===== src/rtl/lc3_mem_ctrl.sv =====
// lc3_mem_ctrl: LC-3 memory-access sequencer with a variable-latency ack handshake.
// Drives the MDR load strobe on reads and reports a timeout via err_o.
module lc3_mem_ctrl #(
    parameter int ADDR_WIDTH = 16,
    parameter int DATA_WIDTH = 16,
    parameter int TIMEOUT    = 255
) (
    input  logic                  clk,
    input  logic                  rst,
    input  logic                  req_i,
    input  logic                  we_i,
    input  logic [ADDR_WIDTH-1:0] addr_i,
    input  logic [DATA_WIDTH-1:0] wdata_i,
    output logic                  ready_o,
    output logic                  err_o,
    output logic                  mdr_wr_en_o,
    output logic [DATA_WIDTH-1:0] mdr_d_o,
    output logic                  mem_en_o,
    output logic                  mem_we_o,
    output logic [ADDR_WIDTH-1:0] mem_addr_o,
    output logic [DATA_WIDTH-1:0] mem_wdata_o,
    input  logic [DATA_WIDTH-1:0] mem_rdata_i,
    input  logic                  mem_ack_i
);
    typedef enum logic [1:0] {IDLE, ACCESS, DONE} state_t;
    // Count value in the last ACCESS cycle allowed before aborting.
    localparam logic [7:0] LIMIT = 8'(TIMEOUT - 1);
    state_t state, state_n;
    logic [7:0] cnt, cnt_n;
    logic ready_n, err_n, wr_n, en_n, we_n;
    logic [DATA_WIDTH-1:0] d_n, wdata_n;
    logic [ADDR_WIDTH-1:0] addr_n;
    always_ff @(posedge clk or posedge rst) begin
        if (rst) begin
            state       <= IDLE;
            cnt         <= '0;
            ready_o     <= 1'b0;
            err_o       <= 1'b0;
            mdr_wr_en_o <= 1'b0;
            mdr_d_o     <= '0;
            mem_en_o    <= 1'b0;
            mem_we_o    <= 1'b0;
            mem_addr_o  <= '0;
            mem_wdata_o <= '0;
        end else begin
            state       <= state_n;
            cnt         <= cnt_n;
            ready_o     <= ready_n;
            err_o       <= err_n;
            mdr_wr_en_o <= wr_n;
            mdr_d_o     <= d_n;
            mem_en_o    <= en_n;
            mem_we_o    <= we_n;
            mem_addr_o  <= addr_n;
            mem_wdata_o <= wdata_n;
        end
    end
    always_comb begin
        state_n = state;
        cnt_n   = cnt;
        ready_n = 1'b0;
        err_n   = 1'b0;
        wr_n    = 1'b0;
        d_n     = mdr_d_o;
        en_n    = mem_en_o;
        we_n    = mem_we_o;
        addr_n  = mem_addr_o;
        wdata_n = mem_wdata_o;
        case (state)
            IDLE: if (req_i) begin
                state_n = ACCESS;
                cnt_n   = '0;
                en_n    = 1'b1;
                we_n    = we_i;
                addr_n  = addr_i;
                wdata_n = wdata_i;
            end
            ACCESS: if (mem_ack_i) begin
                state_n = DONE;
                en_n    = 1'b0;
                ready_n = 1'b1;
                wr_n    = ~mem_we_o;
                d_n     = mem_we_o ? mdr_d_o : mem_rdata_i;
            end else if (TIMEOUT != 0) begin
                // An ack in the limit cycle is handled above, so it beats the timeout.
                if (cnt == LIMIT) begin
                    state_n = DONE;
                    en_n    = 1'b0;
                    ready_n = 1'b1;
                    err_n   = 1'b1;
                end else begin
                    cnt_n = cnt + 8'd1;
                end
            end
            DONE: state_n = IDLE;
            default: state_n = IDLE;
        endcase
    end
endmodule


===== config.mk =====
export PLATFORM = sky130hd
export DESIGN_NAME = lc3_mem_ctrl
export DESIGN_NICKNAME = d
export VERILOG_FILES = /design/src/rtl/lc3_mem_ctrl.sv
export SDC_FILE = /design/constraint.sdc
export NUM_CORES = 1
export LEC_CHECK = 0
export CORE_MARGIN = 2
export CORE_UTILIZATION = 38
export CTS_CLUSTER_SIZE = 20
export DETAILED_ROUTE_END_ITERATION = 6
export PLACE_DENSITY = 0.85
export SLEW_MARGIN = 30
export SYNTH_ARGS = -nofsm -noshare
export SYNTH_HDL_FRONTEND = slang
export SYNTH_SLANG_ARGS = --single-unit

===== constraint.sdc =====
create_clock -name clk -period 1.95 [get_ports clk]
set_input_delay 0.2925 -clock clk [delete_from_list [all_inputs] [get_ports clk]]
set_output_delay 0.2925 -clock clk [all_outputs]
set_load 0.01 [all_outputs]

==> results of run 1 <==
layout make-up:
class	instances	area share, %
Sequential cell	63	39.8
Timing Repair Buffer	109	28.2
Multi-Input combinational cell	164	23.4
Clock buffer	10	3.48
Tap cell	77	2.43
Clock inverter	6	2.34
Inverter	3	0.284
how the worst max path moves through the flow:
| stage | start | endpoint | slack, ps | cells after the start |
|---|---|---|---|---|
| 2_1_floorplan | rst | cnt[0] | 90 | 1 |
| 3_3_place_gp | mem_ack_i | cnt[7] | 120 | 5 |
| 3_5_place_dp | mem_ack_i | cnt[7] | 80 | 5 |
| 4_1_cts | mem_we_o | mem_we_o | 300 | 1 |
| 5_1_grt | cnt[0] | cnt[7] | 230 | 6 |
| 6_report | mem_we_o | mem_we_o | 330 | 1 |
worst register-to-register path: cells and delay by family, from the launching register on:
kind	cells	cell delay, ps
AND/OR/NAND/NOR	1	210
adder cells (fa/ha/maj)	1	200
buffers and inverters	1	70
AO/OA/AOI/OAI	3	600
flip-flops	1	410
layer usage:
layer | vias to the layer above | global-route usage [%] | routed length [um]
li1 | 994 | - | -
met1 | 992 | 22.3 | 2730
met2 | 92 | 29.0 | 2900
met3 | 7 | 4.95 | 495
met4 | 0 | 6.39 | 50
met5 | - | 0 | 0
synth_stat cells:
cell type | instances | area (um^2)
nand4_1 | 1 | 6.26
and2_1 | 1 | 6.26
o21ai_0 | 7 | 35.0
mux2_2 | 7 | 78.8
o41ai_1 | 1 | 8.76
buf_12 | 1 | 20.0
ha_1 | 2 | 25.0
mux2_4 | 9 | 135
buf_2 | 3 | 15.0
a21o_1 | 1 | 7.51
clkbuf_1 | 5 | 18.8
nor2_1 | 4 | 15.0
nand2_4 | 1 | 11.3
a2bb2oi_1 | 1 | 8.76
and2b_2 | 1 | 8.76
nor4_1 | 2 | 12.5
a21oi_1 | 3 | 15.0
nand3_1 | 9 | 45.0
a31oi_1 | 1 | 6.26
nor3b_4 | 2 | 37.5
a21boi_0 | 1 | 7.51
nand2_1 | 102 | 383
nor3_1 | 1 | 5.00
dfrtp_1 | 63 | 1580
o21a_1 | 4 | 30.0
inv_1 | 3 | 11.3
o21ai_4 | 1 | 16.3
o311ai_0 | 1 | 8.76
nand2b_4 | 1 | 13.8
cells in the final DEF (no fill, tap or decap):
cell type,count
a21boi_0,1
a21o_1,1
a21oi_1,3
a2bb2oi_1,1
a31oi_1,1
and2_1,1
and2b_2,1
buf_12,3
buf_4,1
bufinv_16,2
clkbuf_8,10
clkdlybuf4s50_1,105
clkinv_4,1
clkinvlp_4,2
dfrtp_1,63
ha_1,2
inv_1,2
inv_2,1
inv_6,1
mux2_2,7
mux2_4,9
nand2_1,102
nand2_4,1
nand2b_4,1
nand3_1,9
nand4_1,1
nor2_1,4
nor3_1,1
nor3b_4,2
nor4_1,2
o21a_1,4
o21ai_0,7
o21ai_4,1
o311ai_0,1
o41ai_1,1
power by group:
group          switching (mW)  internal [mW]  leakage [nW]  total (mW)
Sequential              0.335           1.82         0.783        2.15
Clock                   0.507          0.761         0.109        1.27
Combinational           0.892           1.31         0.931        2.20
Total                    1.73           3.89          1.82        5.62
registers in the layout, indices dropped and copies added (netlist names):
name,count
mdr_d_o,16
mem_addr_o,16
mem_wdata_o,16
cnt,8
state,2
err_o,1
mdr_wr_en_o,1
mem_en_o,1
mem_we_o,1
ready_o,1
through the flow:
step           instance area [um^2]  utilization (%)  hold slack [ps]
6_report                       3960             61.3              250
5_1_grt                        3960             61.3              265
4_1_cts                        3960             61.3              251
3_5_place_dp                   3730             57.7              465
3_3_place_gp                   3730             57.7              457
2_1_floorplan                  2570                -              365
cell families after synthesis:
logic type / count (synthesis) / share of synthesized area (%)
AOI/OAI and AO/OA: 21 / 5.60
buffers and inverters: 12 / 2.53
and+or+nand+nor: 125 / 21.2
DFF: 63 / 61.4
muxes: 16 / 8.33
adders and majority gates: 2 / 0.974
==> flow_metrics.tcl, run 1 <==
set metrics [dict create \
    status "finished, final reports clean" \
    ys_seq_area_share_pct 61.4 \
    rows 29 \
    seq_area_um2 1580 \
    clockRootBuffer "clkbuf_8" \
    totalPowerFinal_mw 5.62 \
    die_h_um 86.2 \
    path_buf_inv 1 \
    avgViaCountPerCell 4.83 \
    wire_per_inst_um 14.3 \
    cts_htree_levels 3 \
    holdBufCountCts 0 \
    antenna_found_initial 0 \
    layout_min_cycle_time_ps 1620 \
    layout.cells.non_filler 432 \
    avgSynthCellArea_um2 10.7 \
    place_ws_ps 81.7 \
    ir_drop_v 0.000737 \
    grt_first_pass_wirelength_mm 10.4 \
    synth_fp_nets 294 \
    ff2ff_setup_slack_ps 350 \
    drc 0 \
    final_nets 405 \
    setup_ws_ps 327 \
    rr_worst_depth 6 \
    critPathArrivalTime_ps 1330 \
    fmax_mhz 616 \
    path_class "reg2out" \
    cts_tree "done" \
    setup_viol 0 \
    r2r-end "cnt[7]" \
    slew_viol_final 0 \
    synth_cell_type_count 29 \
    drt-total-wl_mm 6.18 \
    core_region_area_um2 6460 \
    cts_buffers 9 \
    cap_violations 0 \
    fin_setup_tns_ps 0 \
    r2r-start "cnt[0]" \
    grtUsageTotal_pct 17.6 \
    drive_above_1_share_pct 12.1 \
    clkLatencyLatePin_ps 330 \
    vias 2085 \
    syn_area_um2 2570 \
    clk_pin_slew_ps 80 \
    drtIter0Drc 91 \
    slowest_stage "clkdlybuf4s50_1" \
    drt-pass1-iter-count 4 \
    period_share_pct 83.3 \
    post_cts_resized 0 \
    io_buffers 105 \
    cp_data_required_time_ps 1660 \
    ant_nets 0 \
    ys_warn_count 0 \
    critPathTopFamily "buffers and inverters" \
    gp_congestion 0.843 \
    endpoint_kind "primary output" \
    hp-class "in2async" \
    io_pins 106 \
    cp-start-kind "flop" \
    grt_max_degree 49 \
    leakage_nw 1.82 \
    multi_input_area_um2 927 \
    finalHoldViolations 0 \
    path_max_fanout 3 \
    ys_seq_elements 63 \
    fp.dieArea_um2 7430 \
    p_per_area_nw_per_um2 1420 \
    die_w_um 86.2 \
    worst_slew_pin_slew_ps 361 \
    antenna_cells 0 \
    fin_skew_ps 5.82 \
    clock_path_buffers 2 \
    path_cells "clkdlybuf4s50_1" \
    cpPeakStageDelay_ps 580 \
    cts_sinks 63 \
    syn_to_final_growth_pct 54.2 \
    fillers 557 \
    grt_overflow 0 \
    rsz0062_at_grt "false" \
    relSlewSlack_pct 75.9 \
    place_inst 416 \
    start_util_pct 39.8 \
    hpwlAfterDp_mm 4.42 \
    grt_pass1_vias 2199 \
    post_cts_buffers 0 \
    syn_inst 239 \
]
(Power assumes the default switching activity.)
==> inputs of run 2 (changes only) <==
--- a/config.mk
+++ b/config.mk
@@ -6,10 +6,10 @@
 export NUM_CORES = 1
 export LEC_CHECK = 0
 export CORE_MARGIN = 2
-export CORE_UTILIZATION = 38
+export CORE_UTILIZATION = 43
 export CTS_CLUSTER_SIZE = 20
 export DETAILED_ROUTE_END_ITERATION = 6
-export PLACE_DENSITY = 0.85
+export PLACE_DENSITY = 0.9
 export SLEW_MARGIN = 30
 export SYNTH_ARGS = -nofsm -noshare
 export SYNTH_HDL_FRONTEND = slang
==> constraint.sdc (replaced) <==
create_clock -name clk -period 1.6 [get_ports clk]
set_input_delay 0.24 -clock clk [delete_from_list [all_inputs] [get_ports clk]]
set_output_delay 0.24 -clock clk [all_outputs]
set_load 0.01 [all_outputs]
==> run 2 against run 1 <==
  * Flip-flop and latch count is the same
  * Worst hold slack better by 92 ps
  * Setup slack lost 260 ps
  * Power grew 16%
  * Count of clock-buffer cells in the layout up 2
  * Sequential power up 22%
  * Via count up 1.2%
  * Die area shrank 11%
  * First-iteration DRC count increased by 68%
  * Non-clock buffer count up 7
==> flow_metrics.tcl, run 2 (synthesis results as in run 1) <==
set metrics [dict create \
    status "finished, final reports clean" \
    die_h_um 81.3 \
    clock_path_buffers 2 \
    drt-pass1-iter-count 4 \
    fin_skew_ps 5.38 \
    drtIter0Drc 153 \
    path_buf_inv 1 \
    clk_pin_slew_ps 60 \
    critPathArrivalTime_ps 1290 \
    syn_to_final_growth_pct 53.7 \
    totalPowerFinal_mw 6.55 \
    leakage_nw 1.83 \
    endpoint_kind "primary output" \
    worst_slew_pin_slew_ps 277 \
    final_nets 412 \
    period_share_pct 95.5 \
    clkLatencyLatePin_ps 330 \
    drive_above_1_share_pct 13.6 \
    die_w_um 81.3 \
    ir_drop_v 0.000926 \
    start_util_pct 43.9 \
    wire_per_inst_um 14.0 \
    cts_tree "done" \
    gp_congestion 0.773 \
    holdBufCountCts 0 \
    relSlewSlack_pct 81.3 \
    hpwlAfterDp_mm 4.44 \
    drc 0 \
    core_region_area_um2 5850 \
    layout_min_cycle_time_ps 1530 \
    antenna_cells 0 \
    grt_first_pass_wirelength_mm 9.67 \
    slew_viol_final 0 \
    path_class "reg2out" \
    rsz0062_at_grt "false" \
    ant_nets 0 \
    grt_pass1_vias 2118 \
    cp-start-kind "flop" \
    grtUsageTotal_pct 19.7 \
    final_common_cell "clkdlybuf4s50_1" \
    grt_max_degree 44 \
    cts_sinks 63 \
    drt-total-wl_mm 6.06 \
    cap_violations 0 \
    grt_overflow 0 \
    p_per_area_nw_per_um2 1660 \
    fmax_mhz 654 \
    vias 2111 \
    io_buffers 105 \
    slowest_stage "clkdlybuf4s50_1" \
    critPathTopFamily "buffers and inverters" \
    fin_setup_tns_ps 0 \
    finalHoldViolations 0 \
    io_pins 106 \
    hp-class "in2async" \
    setup_viol 0 \
    path_max_fanout 3 \
    rows 28 \
    cts_htree_levels 3 \
    avgViaCountPerCell 4.86 \
    place_ws_ps -123 \
    cp_data_required_time_ps 1360 \
    path_cells "clkdlybuf4s50_1" \
    antenna_found_initial 0 \
    final_cell_mix "105 x clkdlybuf4s50_1, 102 x nand2_1, 62 x dfrtp_1" \
    cts_buffers 9 \
    setup_ws_ps 71.3 \
    clockRootBuffer "clkbuf_8" \
    fp.dieArea_um2 6610 \
    reg.largest.list "mdr_d_o x16, mem_addr_o x16, mem_wdata_o x16" \
    cpPeakStageDelay_ps 550 \
]
==> run 2: timing repair <==
item / CTS / global route
buffers inserted: 0 / 1
endpoints found under the hold margin: 0 / 0
endpoints found under the setup margin: 0 / 5
resized for setup: 0 / 4
==> run 2: metrics by stage <==
stage,hold slack (ps),util [%],std cells,cell area (um^2)
2_1_floorplan,313,-,239,2570
3_3_place_gp,457,64.3,420,3760
3_5_place_dp,462,64.3,420,3760
4_1_cts,345,67.2,433,3930
5_1_grt,355,67.5,434,3950
6_report,341,67.5,434,3950
==> run 2: worst paths after layout <==
check / start / endpoint / slack, ps / depth (start not counted)
max reg2reg: state[1] / mdr_d_o[3] / 90 / 4
max in group asynchronous: rst / mem_we_o / 1020 / 3
min: rst / ready_o / 340 / 3
min in group clk: wdata_i[5] / mem_wdata_o[5] / 430 / 3
max: mem_we_o / mem_we_o / 70 / 1
min reg2reg: mem_wdata_o[0] / mem_wdata_o[0] / 470 / 2
==> run 2: area by class of cell <==
type	count	area [um^2]
clock buffer	12	165
clock inverter	1	5.00
fill	459	1900
inverter	3	15.0
multi-input combinational	164	932
sequential	63	1580
tap	75	93.8
timing repair buffer	116	1160
==> run 2: per-layer routing <==
metal | up-vias | track usage [%] | share of wire, %
met4 | 0 | 7.12 | 1.4
met2 | 86 | 33.3 | 49
li1 | 1012 | - | -
met5 | - | 0 | 0
met3 | 11 | 8.56 | 9.6
met1 | 1002 | 21.9 | 40
==> run 2: power breakdown <==
part	total (mW)	leakage [nW]	switching [mW]	internal, mW
Combinational	2.70	0.954	1.09	1.61
Sequential	2.63	0.782	0.408	2.22
Clock	1.21	0.0902	0.553	0.661
==> inputs of run 3 (changes only) <==
--- a/config.mk
+++ b/config.mk
@@ -5,6 +5,7 @@
 export SDC_FILE = /design/constraint.sdc
 export NUM_CORES = 1
 export LEC_CHECK = 0
+export CORE_ASPECT_RATIO = 1.2
 export CORE_MARGIN = 2
 export CORE_UTILIZATION = 43
 export CTS_CLUSTER_SIZE = 20
==> run 3 against run 2 <==
  * Register-to-register slack hardly changed
  * Flip-flop and latch count unchanged
  * Cell count increased by 2.1%
  * Largest cell class unchanged
  * Worst hold slack got worse by 190 ps
  * Critical path depth stayed put
  * Critical endpoint unchanged
==> flow_metrics.tcl, run 3 (synthesis results as in run 1) <==
set metrics [dict create \
    cpPeakStageDelay_ps 570 \
    power.switching_mw 2.04 \
    status "finished, final reports clean" \
    totalPowerFinal_mw 6.64 \
    io_pins 106 \
    antenna_cells 0 \
    post_cts_resized 0 \
    grt_pass1_vias 2111 \
    ff2ff_setup_slack_ps 90 \
    relSlewSlack_pct 79.7 \
    layout_min_cycle_time_ps 1540 \
    clock_path_buffers 2 \
    final_util_pct 69.8 \
    busiest_layer "met2" \
    hpwlAfterDp_mm 4.53 \
    fin_area_um2 3980 \
    path_class "reg2out" \
    wire_per_inst_um 13.6 \
    path_max_fanout 3 \
    fp.dieArea_um2 6610 \
    grt_overflow 0 \
    clkPwrFrac_pct 19.9 \
    post_cts_buffers 0 \
    rows 30 \
    fillers 439 \
    ant_nets 0 \
    clockRootBuffer "clkbuf_8" \
    placed_area_um2 3780 \
    cts_buffers 9 \
    fin_skew_ps 5.79 \
    io_buffers 105 \
    path_buf_inv 1 \
    drt-pass1-iter-count 4 \
    grtUsageTotal_pct 19.3 \
    cap_violations 0 \
    core_region_area_um2 5710 \
    place_ws_ps -146 \
    pwr-share-comb_pct 40.8 \
    holdBufCountCts 0 \
    leakage_nw 1.84 \
    drt-total-wl_mm 6.02 \
    finalHoldViolations 0 \
    final_cell_mix "105 x clkdlybuf4s50_1, 102 x nand2_1, 63 x dfrtp_1" \
    clkLatencyLatePin_ps 330 \
    slowest_stage "clkdlybuf4s50_1" \
    grt_max_degree 39 \
    grt_use_met1_pct 23.4 \
    cts_tree "done" \
    critPathArrivalTime_ps 1300 \
    cts_htree_levels 3 \
    setup_ws_ps 64.8 \
    drive_above_1_share_pct 13.8 \
    path_cells "clkdlybuf4s50_1" \
    rsz0062_at_grt "false" \
    p_per_area_nw_per_um2 1670 \
    gp_congestion 0.775 \
    ir_drop_v 0.000804 \
    hp-class "in2async" \
    cp_data_required_time_ps 1360 \
    die_w_um 74.6 \
    grt_use_met2_pct 31.7 \
    cts_sinks 63 \
    grt_first_pass_wirelength_mm 9.58 \
    final_nets 413 \
    syn_to_final_growth_pct 54.9 \
    avgViaCountPerCell 4.70 \
    p_sw_share_pct 30.8 \
    endpoint_kind "primary output" \
    reg.largest.list "mdr_d_o x16, mem_addr_o x16, mem_wdata_o x16" \
    vias 2081 \
    start_util_pct 45.0 \
    fin_setup_tns_ps 0 \
    antenna_found_initial 0 \
    internal_power_mw 4.59 \
    grt_util_met3_pct 5.81 \
    power_frac_seq_pct 39.3 \
    die_h_um 88.7 \
    setup_viol 0 \
    critPathTopFamily "buffers and inverters" \
    worst_slew_pin_slew_ps 303 \
    period_share_pct 95.9 \
    drc 0 \
    clk_pin_slew_ps 60 \
    drtIter0Drc 66 \
    cp-start-kind "flop" \
    final_common_cell "clkdlybuf4s50_1" \
    fmax_mhz 651 \
    slew_viol_final 0 \
]
[run 3: cell types whose count changed in the layout (fill, tap and decap cells not counted), sizes merged]
cell    change
bufinv      +1
buf         +1
clkinv      +2
[run 3: final timing paths]
kind,from,to,depth (start not counted)
min,rst,mem_en_o,2
min in group clk,wdata_i[15],mem_wdata_o[15],3
max in group asynchronous,rst,mem_addr_o[1],3
max,mem_we_o,mem_we_o,1
min reg2reg,mem_wdata_o[7],mem_wdata_o[7],2
max reg2reg,state[1],mdr_d_o[5],4
[run 3: layer usage]
metal | wire length [um] | share of wire, %
met5 | 0 | 0
met4 | 91 | 1.5
met3 | 456 | 7.6
met2 | 2960 | 49
met1 | 2510 | 42
[run 3: per-stage QoR]
step / hold slack, ps / std cells
after floorplan: 313 / 239
after global placement: 458 / 427
after detailed placement: 464 / 427
after CTS: 133 / 443
after global routing: 159 / 443
final: 149 / 443
[run 3: area by class of cell]
cell class                      instances  area, um^2  area share (%)
Clock inverter                          4        45.0            1.13
Timing Repair Buffer                  117        1170            29.3
Sequential cell                        63        1580            39.6
Multi-Input combinational cell        164         932            23.4
Tap cell                               80         100            2.51
Clock buffer                           12         145            3.65
Inverter                                3        15.0           0.377
[run 3: power by group through the flow]
stage | sequential [mW] | combinational, mW | clock [mW]
6_report | 2.61 | 2.71 | 1.32
5_1_grt | 2.68 | 2.95 | 1.43
4_1_cts | 2.61 | 2.75 | 1.35
3_5_place_dp | 2.63 | 2.74 | 0
3_3_place_gp | 2.61 | 2.65 | 0
2_1_floorplan | 2.87 | 0.909 | 0
